`src/rtl/seg7_scan_ctrl.sv`:
```
`default_nettype none
// ============================================================================
//  Module      : seg7_scan_ctrl
//  Description : Time-multiplexed scan controller for an 8-digit common-anode
//                seven-segment display. Walks one active-low anode per slot,
//                drives the hex glyph and decimal point, supports per-digit
//                enable, leading-zero blanking and frame-aligned value update.
//  Revision    : 1.0 - initial release
// ============================================================================
module seg7_scan_ctrl #(
  parameter int SCAN_DIV  = 100000,
  parameter int DIV_W     = 17,
  parameter int BLANK_CYC = 16
) (
  input  logic        CLK,
  input  logic        RST,
  input  logic [31:0] DATA,
  input  logic [7:0]  DP,
  input  logic [7:0]  EN,
  input  logic        LZB,
  input  logic        LOAD,
  output logic        PEND,
  output logic        FRAME,
  output logic [7:0]  AN,
  output logic [7:0]  SEG
);

  localparam logic [DIV_W-1:0] c_div_max = DIV_W'(SCAN_DIV - 1);
  localparam logic [DIV_W-1:0] c_blank   = DIV_W'(BLANK_CYC);

  // Scan position
  logic [DIV_W-1:0] div_q, div_d;
  logic [2:0]       idx_q, idx_d;
  logic             frame_q, frame_d;

  // Active (displayed) and pending (shadow) values
  logic [31:0] data_act_q, data_act_d;
  logic [7:0]  dp_act_q, dp_act_d;
  logic [7:0]  en_act_q, en_act_d;
  logic [31:0] data_pend_q, data_pend_d;
  logic [7:0]  dp_pend_q, dp_pend_d;
  logic [7:0]  en_pend_q, en_pend_d;
  logic        pend_q, pend_d;

  // Registered pin drivers
  logic [7:0] an_q, an_d;
  logic [7:0] seg_q, seg_d;

  logic       w_slot_end;
  logic       w_wrap;
  logic [3:0] w_nib;
  logic [6:0] w_glyph;
  logic       w_upper_nz;
  logic       w_lead_blank;
  logic       w_lit;

  // Slot divider and digit index; FRAME is timed to be high during the wrap cycle
  always_comb begin
    w_slot_end = (div_q == c_div_max);
    w_wrap     = w_slot_end && (idx_q == 3'd7);
    div_d      = w_slot_end ? '0 : div_q + DIV_W'(1);
    idx_d      = w_slot_end ? idx_q + 3'd1 : idx_q;
    frame_d    = (div_d == c_div_max) && (idx_d == 3'd7);
  end

  // Shadow register: apply pending at frame wrap first, then a LOAD becomes pending
  always_comb begin
    data_act_d  = data_act_q;
    dp_act_d    = dp_act_q;
    en_act_d    = en_act_q;
    data_pend_d = data_pend_q;
    dp_pend_d   = dp_pend_q;
    en_pend_d   = en_pend_q;
    pend_d      = pend_q;
    if (w_wrap && pend_q) begin
      data_act_d = data_pend_q;
      dp_act_d   = dp_pend_q;
      en_act_d   = en_pend_q;
      pend_d     = 1'b0;
    end
    if (LOAD) begin
      data_pend_d = DATA;
      dp_pend_d   = DP;
      en_pend_d   = EN;
      pend_d      = 1'b1;
    end
  end

  // Leading-zero detection: any non-zero nibble or lit dp at or above the current digit
  always_comb begin
    w_upper_nz = 1'b0;
    for (int j = 0; j < 8; j++) begin
      if ((3'(j) >= idx_q) && ((data_act_q[4*j +: 4] != 4'h0) || dp_act_q[j])) begin
        w_upper_nz = 1'b1;
      end
    end
    w_lead_blank = LZB && (idx_q != 3'd0) && !w_upper_nz;
  end

  // Hex glyph lookup for the current digit, active-low {g,f,e,d,c,b,a}
  always_comb begin
    w_nib = data_act_q[{idx_q, 2'b00} +: 4];
    case (w_nib)
      4'h0: w_glyph = 7'h40;
      4'h1: w_glyph = 7'h79;
      4'h2: w_glyph = 7'h24;
      4'h3: w_glyph = 7'h30;
      4'h4: w_glyph = 7'h19;
      4'h5: w_glyph = 7'h12;
      4'h6: w_glyph = 7'h02;
      4'h7: w_glyph = 7'h78;
      4'h8: w_glyph = 7'h00;
      4'h9: w_glyph = 7'h10;
      4'hA: w_glyph = 7'h08;
      4'hB: w_glyph = 7'h03;
      4'hC: w_glyph = 7'h46;
      4'hD: w_glyph = 7'h21;
      4'hE: w_glyph = 7'h06;
      default: w_glyph = 7'h0E;
    endcase
  end

  // Pin values for the current slot; guard cycles and unlit digits drive all-off
  always_comb begin
    w_lit = (div_q >= c_blank) && en_act_q[idx_q] && !w_lead_blank;
    an_d  = 8'hFF;
    seg_d = 8'hFF;
    if (w_lit) begin
      an_d  = ~(8'h01 << idx_q);
      seg_d = {~dp_act_q[idx_q], w_glyph};
    end
  end

  // State registers with synchronous reset
  always_ff @(posedge CLK) begin
    if (RST) begin
      div_q       <= '0;
      idx_q       <= 3'd0;
      frame_q     <= 1'b0;
      data_act_q  <= 32'h0;
      dp_act_q    <= 8'h0;
      en_act_q    <= 8'h0;
      data_pend_q <= 32'h0;
      dp_pend_q   <= 8'h0;
      en_pend_q   <= 8'h0;
      pend_q      <= 1'b0;
      an_q        <= 8'hFF;
      seg_q       <= 8'hFF;
    end else begin
      div_q       <= div_d;
      idx_q       <= idx_d;
      frame_q     <= frame_d;
      data_act_q  <= data_act_d;
      dp_act_q    <= dp_act_d;
      en_act_q    <= en_act_d;
      data_pend_q <= data_pend_d;
      dp_pend_q   <= dp_pend_d;
      en_pend_q   <= en_pend_d;
      pend_q      <= pend_d;
      an_q        <= an_d;
      seg_q       <= seg_d;
    end
  end

  assign PEND  = pend_q;
  assign FRAME = frame_q;
  assign AN    = an_q;
  assign SEG   = seg_q;

endmodule
`default_nettype wire

```
`config.mk`:
```
export PLATFORM = sky130hd
export DESIGN_NAME = seg7_scan_ctrl
export DESIGN_NICKNAME = d
export VERILOG_FILES = /design/src/rtl/seg7_scan_ctrl.sv
export SDC_FILE = /design/constraint.sdc
export NUM_CORES = 1
export LEC_CHECK = 0
export CORE_ASPECT_RATIO = 2
export CORE_MARGIN = 4
export CORE_UTILIZATION = 40
export DETAILED_ROUTE_END_ITERATION = 6
export SYNTH_ARGS = -nofsm -noshare
export SYNTH_HDL_FRONTEND = slang
export SYNTH_SLANG_ARGS = --single-unit
```
`constraint.sdc`:
```
create_clock -name CLK -period 2.5 [get_ports CLK]
set_input_delay 0.75 -clock CLK [delete_from_list [all_inputs] [get_ports CLK]]
set_output_delay 0.75 -clock CLK [all_outputs]
set_load 0.005 [all_outputs]
```
==> impl_metrics.env, run 1 <==
export IMPL_outcome="complete, no violations"
export IMPL_die_width_um=93.42
export IMPL_cp_required_ns=2.77
export IMPL_hpwlAfterDp_um=9540
export IMPL_totalPowerFinal_mw=4.892
export IMPL_syn_instance_count=620
export IMPL_grt_busiest_layer="met2"
export IMPL_synthesis_area_per_instance_um2=9.414
export IMPL_cp_start_kind="flip-flop"
export IMPL_synth_nets=686
export IMPL_wirelength_per_cell_um=14.59
export IMPL_ir_worst_vdd_mv=0.4863
export IMPL_core_region_area_um2=14350
export IMPL_ioPinCount=70
export IMPL_p_per_area_nw_per_um2=666.5
export IMPL_starting_utilization_of_the_core_area_pct=40.67
export IMPL_pin_count_of_the_biggest_net_entering_global_routing=75
export IMPL_cp_data_arrival_time_ns=2.53
export IMPL_cts_num_sinks=134
export IMPL_max_clock_freq_mhz=443.7
export IMPL_synthesis_yosys_warnings=0
export IMPL_final_util_pct=51.15
export IMPL_insertedDiodeCount=0
export IMPL_cap_violations=0
export IMPL_gr_usage_met1_pct=18.24
export IMPL_cts_root_buffer_cell="clkbuf_16"
export IMPL_rsz0062_at_grt="no"
export IMPL_use_met3_pct=3.906
export IMPL_wire_length_of_the_first_global_routing_pass_um=21980
export IMPL_floorplan_rows=62
export IMPL_finalWorstPathRequiredPeriod_ns=2.254
export IMPL_synth_edf_count=0
export IMPL_critPathCaptureType="flip-flop"
export IMPL_placed_cells_incl_taps=862
export IMPL_first_global_vias=4593
export IMPL_finClkSkew_ns=0.01276
export IMPL_slowest_delay_ns=0.52
export IMPL_holdCritPathClass="flip-flop to flip-flop"
export IMPL_clk_pin_slew_worst_paths_ns=0.06
export IMPL_yosysTopAreaCell="dfxtp_1"
export IMPL_instances_no_fill=894
export IMPL_syn_to_final_growth_pct=25.77
export IMPL_endpoint="SEG[3]"
export IMPL_reg2reg_to="SEG[3]"
export IMPL_ys_types=59
export IMPL_seqCellArea_um2=2683
export IMPL_hold_viol_final=0
export IMPL_area_used_by_multi_input_combinational_logic_um2=2924
export IMPL_groute_usage_overall_pct=16.61
export IMPL_layout_drive_gt1_share_pct=16.24
export IMPL_fp_dieH_um=178.8
export IMPL_leak_pwr_nw=2.828
export IMPL_mappedNetlistArea_um2=5837
export IMPL_cts_htree_levels=4
export IMPL_vias=4476
export IMPL_post_route_period_util_pct=90.14
export IMPL_cts_setup_buffers=0
export IMPL_port_buffers=69
export IMPL_async_flop_share_pct=0
export IMPL_max_slew_worst_pin_slew_ns=0.8568
export IMPL_synthTopCellsByArea="dfxtp_1, mux2i_1, nand2_1"
export IMPL_first_iter_violations=152
export IMPL_worst_r2r_path_depth=9
export IMPL_ctsResizeCount=0
export IMPL_fraction_of_synthesized_cell_area_taken_by_the_top_area_cell_type_pct=45.96
export IMPL_synth_sequential_area_ratio_pct=45.96
export IMPL_beginning_of_the_worst_register_to_register_path="idx_q[1]"
export IMPL_regToRegSetupSlack_ns=0.25
export IMPL_cts_buffer_depth=2
export IMPL_path_max_fanout=9
export IMPL_max_slew_margin_pct=42.88
export IMPL_groute_layer_met2_usage_pct=30.06
export IMPL_drtPass1Iterations=6
export IMPL_number_of_slew_limit_violations_in_the_final_report=0
export IMPL_antenna_violating_nets_post_route=0
export IMPL_post_route_drc_count=0
export IMPL_crit_path_category="flip-flop to flip-flop"
export IMPL_cts_tree="yes"
export IMPL_postCtsHoldBufs=0
export IMPL_finalSetupTns_ns=0
export IMPL_clkLatencyLatePin_ns=0.41
export IMPL_hold_slack_ns=0.4538
export IMPL_global_route_overflow_total=0
export IMPL_floorplan_die_area_um2=16710
export IMPL_filler_cell_count=1341
export IMPL_route_final_wire_length_um=13050
export IMPL_antenna_found_initial=0
export IMPL_ys_dominant_reg_cell="dfxtp_1"
export IMPL_worst_path_cell_trace="buf_4 > mux4_2 > nand2_1 > and2_1 > inv_1 > ha_1 > mux2_2 > nor2_1 > o21ai_0"
export IMPL_critPathLaunch="idx_q[1]"
export IMPL_final_nets=755
export IMPL_setup_viol=0
export IMPL_routabilityCongestion=0.8866
export IMPL_viasPerCell=5.007
export IMPL_cts_buffers=17
export IMPL_ys_ff_latch=134
export IMPL_crit_slowest_cell="dfxtp_1"
## cell type report
class | count | area share (%)
clock buffers | 21 | 6.409
clock inverters | 11 | 1.687
inverters | 9 | 0.4602
multi-input cells | 437 | 39.83
flip-flops and latches | 134 | 36.54
well taps | 192 | 3.273
repair buffers | 90 | 11.79
## placed cells by master (no fill, tap or decap), types with 3 or more instances in the layout
master	netlist	routed
clkbuf_8	0	3
nor2b_1	3	3
nand2_1	95	95
clkbuf_16	0	17
xnor2_1	7	7
a21oi_2	20	20
ha_1	14	14
o221ai_1	3	3
nand2b_1	4	4
or4_1	7	7
inv_1	7	7
mux2_2	3	3
nor4_1	3	3
xor2_1	11	11
nand3_1	13	13
buf_4	1	20
nor2_1	78	78
clkinvlp_4	0	3
clkinv_2	0	3
nor3_1	5	5
nand2_2	20	20
a31oi_1	4	4
o21ai_0	5	5
a21oi_1	32	32
dfxtp_1	134	134
clkdlybuf4s50_1	0	67
mux4_2	10	10
mux2i_1	56	56
nand4_1	7	7
## worst max-delay path, delay by kind of cell (launching register included)
| kind | cells | cell delay [ns] |
|---|---|---|
| adder cells (fa/ha/maj) | 1 | 0.28 |
| buffers and inverters | 2 | 0.34 |
| multiplexers | 2 | 0.59 |
| AND/OR/NAND/NOR | 3 | 0.33 |
| AO/OA/AOI/OAI | 1 | 0.07 |
| flip-flops | 1 | 0.52 |
## synth_stat cells, types with 3 or more instances
master,instances
dfxtp_1,134
nand2_1,95
nor2_1,78
mux2i_1,56
a21oi_1,32
clkbuf_1,21
a21oi_2,20
nand2_2,20
ha_1,14
nand3_1,13
xor2_1,11
mux4_2,10
buf_2,8
buf_1,7
inv_1,7
nand4_1,7
or4_1,7
xnor2_1,7
nor3_1,5
o21ai_0,5
a31oi_1,4
nand2b_1,4
mux2_2,3
nor2b_1,3
nor4_1,3
o221ai_1,3
## registers in the layout, summed over array words and instances (netlist names)
| name | cells |
|---|---|
| en_pend_q | 8 |
| dp_pend_q | 8 |
| div_q | 17 |
| data_act_q | 32 |
| idx_q | 3 |
| data_pend_q | 32 |
| en_act_q | 8 |
| AN | 8 |
| dp_act_q | 8 |
| SEG | 8 |
| PEND | 1 |
| FRAME | 1 |
## stage by stage
| step | cell area [µm²] | worst slack [ns] |
|---|---|---|
| final | 7341 | 0.2465 |
| after global routing | 7341 | 0.08764 |
| after CTS | 7333 | 0.1864 |
| after detailed placement | 6739 | 0.1886 |
| after global placement | 6739 | 0.1682 |
| after floorplan | 5837 | 0.1925 |
## where the power goes
part	internal (mW)	switching, mW	leakage (nW)
logic	0.128	0.0936	1.45
clock network	1.55	0.900	0.285
registers	2.19	0.0353	1.09
## metal layers
metal  routed length, µm  up-vias
li1                    -     2277
met1                5224     2103
met2                7116       83
met3                 462       13
met4                 242        0
met5                   0        -
## worst min-delay path by stage
stage	start	end	slack [ns]	depth (start not counted)
floorplan	en_act_q[0]	en_act_q[0]	0.43	2
global placement	en_act_q[3]	en_act_q[3]	0.45	2
detailed placement	en_act_q[3]	en_act_q[3]	0.45	2
CTS	en_act_q[3]	en_act_q[3]	0.46	2
global route	data_pend_q[27]	data_act_q[27]	0.47	2
finish	en_act_q[3]	en_act_q[3]	0.45	2
## cells by family after synthesis
logic type / synth area share, %
AND/OR/NAND/NOR: 20.66
flip-flops: 45.96
AO/OA/AOI/OAI: 9.561
multiplexers: 14.04
buffers and inverters: 4.073
XOR/XNOR: 2.701
adder cells (fa/ha/maj): 3.001
Power figures use the tool's default switching activity.
==> run 2, diff against run 1 <==
--- a/config.mk
+++ b/config.mk
@@ -9,6 +9,7 @@
 export CORE_MARGIN = 4
 export CORE_UTILIZATION = 40
 export DETAILED_ROUTE_END_ITERATION = 6
+export RECOVER_POWER = 50
 export SYNTH_ARGS = -nofsm -noshare
 export SYNTH_HDL_FRONTEND = slang
 export SYNTH_SLANG_ARGS = --single-unit
==> impl_metrics.env, run 2 (synthesized netlist as in run 1, its figures left out) <==
export IMPL_post_route_period_util_pct=93.70
export IMPL_worst_r2r_path_depth=5
export IMPL_outcome="finished with violations"
export IMPL_hold_slack_ns=0.4538
export IMPL_die_width_um=93.42
export IMPL_port_buffers=69
export IMPL_power_report_internal_total_mw=3.866
export IMPL_rsz0062_at_grt="no"
export IMPL_cts_htree_levels=4
export IMPL_cts_buffer_depth=2
export IMPL_vias=4466
export IMPL_cap_violations=1
export IMPL_crit_path_category="flip-flop to flip-flop"
export IMPL_core_region_area_um2=14350
export IMPL_hold_path_depth=2
export IMPL_p_per_area_nw_per_um2=669.1
export IMPL_floorplan_rows=62
export IMPL_max_slew_worst_pin_slew_ns=1.545
export IMPL_most_common_cell_after_layout_fill_and_taps_aside="dfxtp_1"
export IMPL_finClkSkew_ns=0.01429
export IMPL_regToRegSetupSlack_ns=0.16
export IMPL_max_slew_margin_pct=-2.992
export IMPL_hpwlAfterDp_um=9540
export IMPL_finalWorstPathRequiredPeriod_ns=2.343
export IMPL_power_frac_comb_pct=4.6
export IMPL_first_global_vias=4593
export IMPL_final_nets=755
export IMPL_postCtsHoldBufs=0
export IMPL_reg2reg_to="div_q[11]"
export IMPL_holdCritPathClass="flip-flop to flip-flop"
export IMPL_filler_cell_count=1345
export IMPL_violations="capacitance limit, slew limit"
export IMPL_critPathCaptureType="flip-flop"
export IMPL_cp_start_kind="flip-flop"
export IMPL_path_max_fanout=14
export IMPL_hold_viol_final=0
export IMPL_cts_num_sinks=134
export IMPL_starting_utilization_of_the_core_area_pct=40.67
export IMPL_wire_length_of_the_first_global_routing_pass_um=21980
export IMPL_cp_data_arrival_time_ns=2.62
export IMPL_post_route_drc_count=0
export IMPL_groute_usage_overall_pct=16.61
export IMPL_antenna_found_initial=0
export IMPL_leak_pwr_nw=2.770
export IMPL_clkLatencyLatePin_ns=0.41
export IMPL_final_util_pct=50.97
export IMPL_fp_dieH_um=178.8
export IMPL_cts_buffers=17
export IMPL_floorplan_die_area_um2=16710
export IMPL_beginning_of_the_worst_register_to_register_path="div_q[5]"
export IMPL_timing_final_ws_setup_ns=0.1575
export IMPL_global_route_overflow_total=0
export IMPL_ir_worst_vdd_mv=0.4849
export IMPL_max_clock_freq_mhz=426.9
export IMPL_totalPowerFinal_mw=4.894
export IMPL_p_switching_mw=1.029
export IMPL_detailed_place_area_um2=6739
export IMPL_insertedDiodeCount=0
export IMPL_clk_pin_slew_worst_paths_ns=0.06
export IMPL_ioPinCount=70
export IMPL_switching_share_pct=21.02
export IMPL_number_of_slew_limit_violations_in_the_final_report=50
export IMPL_wirelength_per_cell_um=14.58
export IMPL_pin_count_of_the_biggest_net_entering_global_routing=75
export IMPL_share_clk_of_total_power_pct=50.0
export IMPL_layout_drive_gt1_share_pct=15.81
export IMPL_drtPass1Iterations=4
export IMPL_post_route_cell_area_um2=7315
export IMPL_endpoint="div_q[11]"
export IMPL_route_final_wire_length_um=13040
export IMPL_finalSetupTns_ns=0
export IMPL_cp_required_ns=2.78
export IMPL_setup_viol=0
export IMPL_placed_cells_incl_taps=862
export IMPL_critPathLaunch="div_q[5]"
export IMPL_antenna_violating_nets_post_route=0
export IMPL_final_cell_mix="dfxtp_1, nand2_1, nor2_1"
export IMPL_first_iter_violations=155
export IMPL_cts_root_buffer_cell="clkbuf_16"
export IMPL_share_seq_of_total_power_pct=45.4
export IMPL_cts_tree="yes"
export IMPL_viasPerCell=4.996
export IMPL_layout_top_registers="data_act_q (32), data_pend_q (32), div_q (17)"
export IMPL_routabilityCongestion=0.8866
export IMPL_instances_no_fill=894
export IMPL_syn_to_final_growth_pct=25.32
export IMPL_detailedPlace_worstSlack_ns=0.1886
## run 2: cell types whose count changed in the layout (fill, tap and decap cells not counted)
cell             change
buf_12               -1
buf_4                -2
clkbuf_1             +2
clkbuf_2             +1
clkdlybuf4s50_1     -17
dlygate4sd3_1       +17
or4_1                +1
or4_4                -1
## run 2: worst min-delay path by stage
stage | start | slack [ns] | endpoint
after floorplan | en_act_q[0] | 0.43 | en_act_q[0]
after global placement | en_act_q[3] | 0.45 | en_act_q[3]
after detailed placement | en_act_q[3] | 0.45 | en_act_q[3]
after CTS | en_act_q[3] | 0.46 | en_act_q[3]
after global routing | data_pend_q[27] | 0.47 | data_act_q[27]
final | en_act_q[3] | 0.45 | en_act_q[3]
## run 2: metal layers
layer / up-vias / part of all wire [%] / global-route usage (%)
li1: 2279 / - / -
met1: 2089 / 40 / 18.24
met2: 85 / 54 / 30.06
met3: 13 / 3.5 / 3.906
met4: 0 / 1.9 / 6.972
met5: - / 0 / 0
## run 2: power by group through the flow
stage | clock network, mW | registers [mW] | logic, mW
finish | 2.45 | 2.22 | 0.223
CTS | 2.51 | 2.22 | 0.226
detailed placement | 0 | 2.27 | 0.225
global placement | 0 | 2.27 | 0.220
global route | 2.61 | 2.23 | 0.247
floorplan | 0 | 2.26 | 0.122
## run 2: final cells by class
cell class              instances  area [µm²]  share of cell area, %
clock inverters                11       123.9                  1.693
repair buffers                 90       843.3                  11.53
clock buffers                  21       470.5                  6.432
well taps                     192       240.2                  3.284
inverters                       9       33.78                 0.4619
multi-input cells             437        2920                  39.92
flip-flops and latches        134        2683                  36.67
## run 2: what timing repair did
action,4_1_cts,5_1_grt
endpoints found under the setup margin,0,2
resized for setup,0,2
buffers inserted,0,0
## run 2: critical path, cell delays in order (launching register included)
cell	delay, ns
dfxtp_1	0.38
or4_1	0.63
nor4_4	0.40
clkbuf_1	0.33
or2_2	0.38
nor2_1	0.09
==> run 3, diff against run 2 <==
--- a/config.mk
+++ b/config.mk
@@ -9,6 +9,7 @@
 export CORE_MARGIN = 4
 export CORE_UTILIZATION = 40
 export DETAILED_ROUTE_END_ITERATION = 6
+export PLACE_DENSITY = 0.74
 export RECOVER_POWER = 50
 export SYNTH_ARGS = -nofsm -noshare
 export SYNTH_HDL_FRONTEND = slang
==> impl_metrics.env, run 3 (synthesized netlist as in run 1, its figures left out) <==
export IMPL_viasPerCell=5.152
export IMPL_p_per_area_nw_per_um2=691.1
export IMPL_hold_slack_ns=0.4592
export IMPL_wire_length_of_the_first_global_routing_pass_um=22650
export IMPL_finalSetupTns_ns=0
export IMPL_ioPinCount=70
export IMPL_hold_viol_final=0
export IMPL_cts_tree="yes"
export IMPL_max_clock_freq_mhz=431.2
export IMPL_cts_setup_buffers=0
export IMPL_cts_num_sinks=134
export IMPL_pin_count_of_the_biggest_net_entering_global_routing=50
export IMPL_worst_r2r_path_depth=6
export IMPL_holdPathEnd="data_act_q[26]"
export IMPL_leak_pwr_nw=2.767
export IMPL_timing_final_ws_setup_ns=0.1810
export IMPL_port_buffers=69
export IMPL_clk_pin_slew_worst_paths_ns=0.06
export IMPL_beginning_of_the_worst_register_to_register_path="div_q[5]"
export IMPL_hpwlAfterDp_um=9924
export IMPL_post_route_drc_count=0
export IMPL_floorplan_rows=62
export IMPL_post_route_period_util_pct=92.76
export IMPL_detailedPlace_worstSlack_ns=0.09440
export IMPL_first_global_vias=4837
export IMPL_rsz0062_at_grt="no"
export IMPL_violations="capacitance limit, slew limit"
export IMPL_final_nets=753
export IMPL_vias=4596
export IMPL_max_slew_margin_pct=-6.629
export IMPL_critPathCaptureType="flip-flop"
export IMPL_first_iter_violations=238
export IMPL_layout_top_registers="data_act_q (32), data_pend_q (32), div_q (17)"
export IMPL_path_max_fanout=23
export IMPL_regToRegSetupSlack_ns=0.18
export IMPL_instances_no_fill=892
export IMPL_cp_start_kind="flip-flop"
export IMPL_syn_to_final_growth_pct=25.64
export IMPL_ir_worst_vdd_mv=0.3984
export IMPL_floorplan_die_area_um2=16710
export IMPL_cts_htree_levels=4
export IMPL_insertedDiodeCount=0
export IMPL_routabilityCongestion=0.8508
export IMPL_cts_root_buffer_cell="clkbuf_16"
export IMPL_cts_buffer_depth=2
export IMPL_route_final_wire_length_um=13620
export IMPL_finalWorstPathRequiredPeriod_ns=2.319
export IMPL_crit_path_category="flip-flop to flip-flop"
export IMPL_core_region_area_um2=14350
export IMPL_clkLatencyLatePin_ns=0.41
export IMPL_max_slew_worst_pin_slew_ns=1.599
export IMPL_cap_violations=1
export IMPL_setup_viol=0
export IMPL_holdCritPathClass="flip-flop to flip-flop"
export IMPL_worst_hold_startpoint="data_pend_q[26]"
export IMPL_filler_cell_count=1261
export IMPL_fp_dieH_um=178.8
export IMPL_ctsResizeCount=0
export IMPL_number_of_slew_limit_violations_in_the_final_report=50
export IMPL_cp_required_ns=2.83
export IMPL_placed_cells_incl_taps=860
export IMPL_outcome="finished with violations"
export IMPL_starting_utilization_of_the_core_area_pct=40.67
export IMPL_antenna_violating_nets_post_route=0
export IMPL_drtPass1Iterations=5
export IMPL_finClkSkew_ns=0.01009
export IMPL_layout_drive_gt1_share_pct=15.71
export IMPL_most_common_cell_after_layout_fill_and_taps_aside="dfxtp_1"
export IMPL_cp_data_arrival_time_ns=2.65
export IMPL_final_cell_mix="dfxtp_1, nand2_1, nor2_1"
export IMPL_wirelength_per_cell_um=15.27
export IMPL_global_route_overflow_total=0
export IMPL_detailed_place_area_um2=6724
export IMPL_groute_usage_overall_pct=17.12
export IMPL_postCtsHoldBufs=0
export IMPL_antenna_found_initial=0
export IMPL_cts_buffers=17
export IMPL_hold_path_depth=2
export IMPL_die_width_um=93.42
export IMPL_post_route_cell_area_um2=7333
export IMPL_reg2reg_to="data_act_q[9]"
==> run 3: power by group <==
group	total [mW]	leakage (nW)	internal [mW]	switching, mW
clock	2.61	0.292	1.69	0.921
combinational	0.227	1.38	0.131	0.0967
sequential	2.23	1.09	2.19	0.0378
total	5.07	2.77	4.01	1.06
==> run 3: area by class of cell <==
cell class | instances | area (µm²) | share of cell area (%)
clock buffers | 20 | 446.7 | 6.091
repair buffers | 88 | 824.5 | 11.24
flip-flops and latches | 134 | 2686 | 36.63
clock inverters | 12 | 177.7 | 2.423
inverters | 9 | 37.54 | 0.5119
multi-input cells | 437 | 2920 | 39.82
well taps | 192 | 240.2 | 3.276
==> run 3: worst max path at each step <==
stage	slack, ns	from	end
2_1_floorplan	0.19	idx_q[1]	SEG[3]
3_3_place_gp	0.13	LZB	SEG[2]
3_5_place_dp	0.09	idx_q[0]	SEG[2]
4_1_cts	0.06	idx_q[0]	SEG[2]
5_1_grt	0.03	div_q[5]	div_q[16]
6_report	0.18	div_q[5]	data_act_q[9]
==> run 3: per-stage QoR <==
step | power [mW] | utilization, %
3_5_place_dp | 2.500 | 46.85
5_1_grt | 5.218 | 51.10
4_1_cts | 5.107 | 51.20
6_report | 5.068 | 51.10
3_3_place_gp | 2.491 | 46.85
2_1_floorplan | 2.381 | -
==> run 3: critical path, stage by stage (launching register included) <==
cell     delay, ns
dfxtp_1       0.39
or4_1         0.60
nor4_4        0.40
and3_4        0.37
buf_12        0.21
nand2_1       0.09
a21oi_1       0.17
==> run 3: routing by layer <==
metal / track usage [%] / vias to the layer above / wire length [µm]
met5: 0 / - / 0
met4: 10.34 / 0 / 605
met3: 3.234 / 43 / 450
met2: 31.70 / 102 / 7520
met1: 17.29 / 2187 / 5046
li1: - / 2264 / -
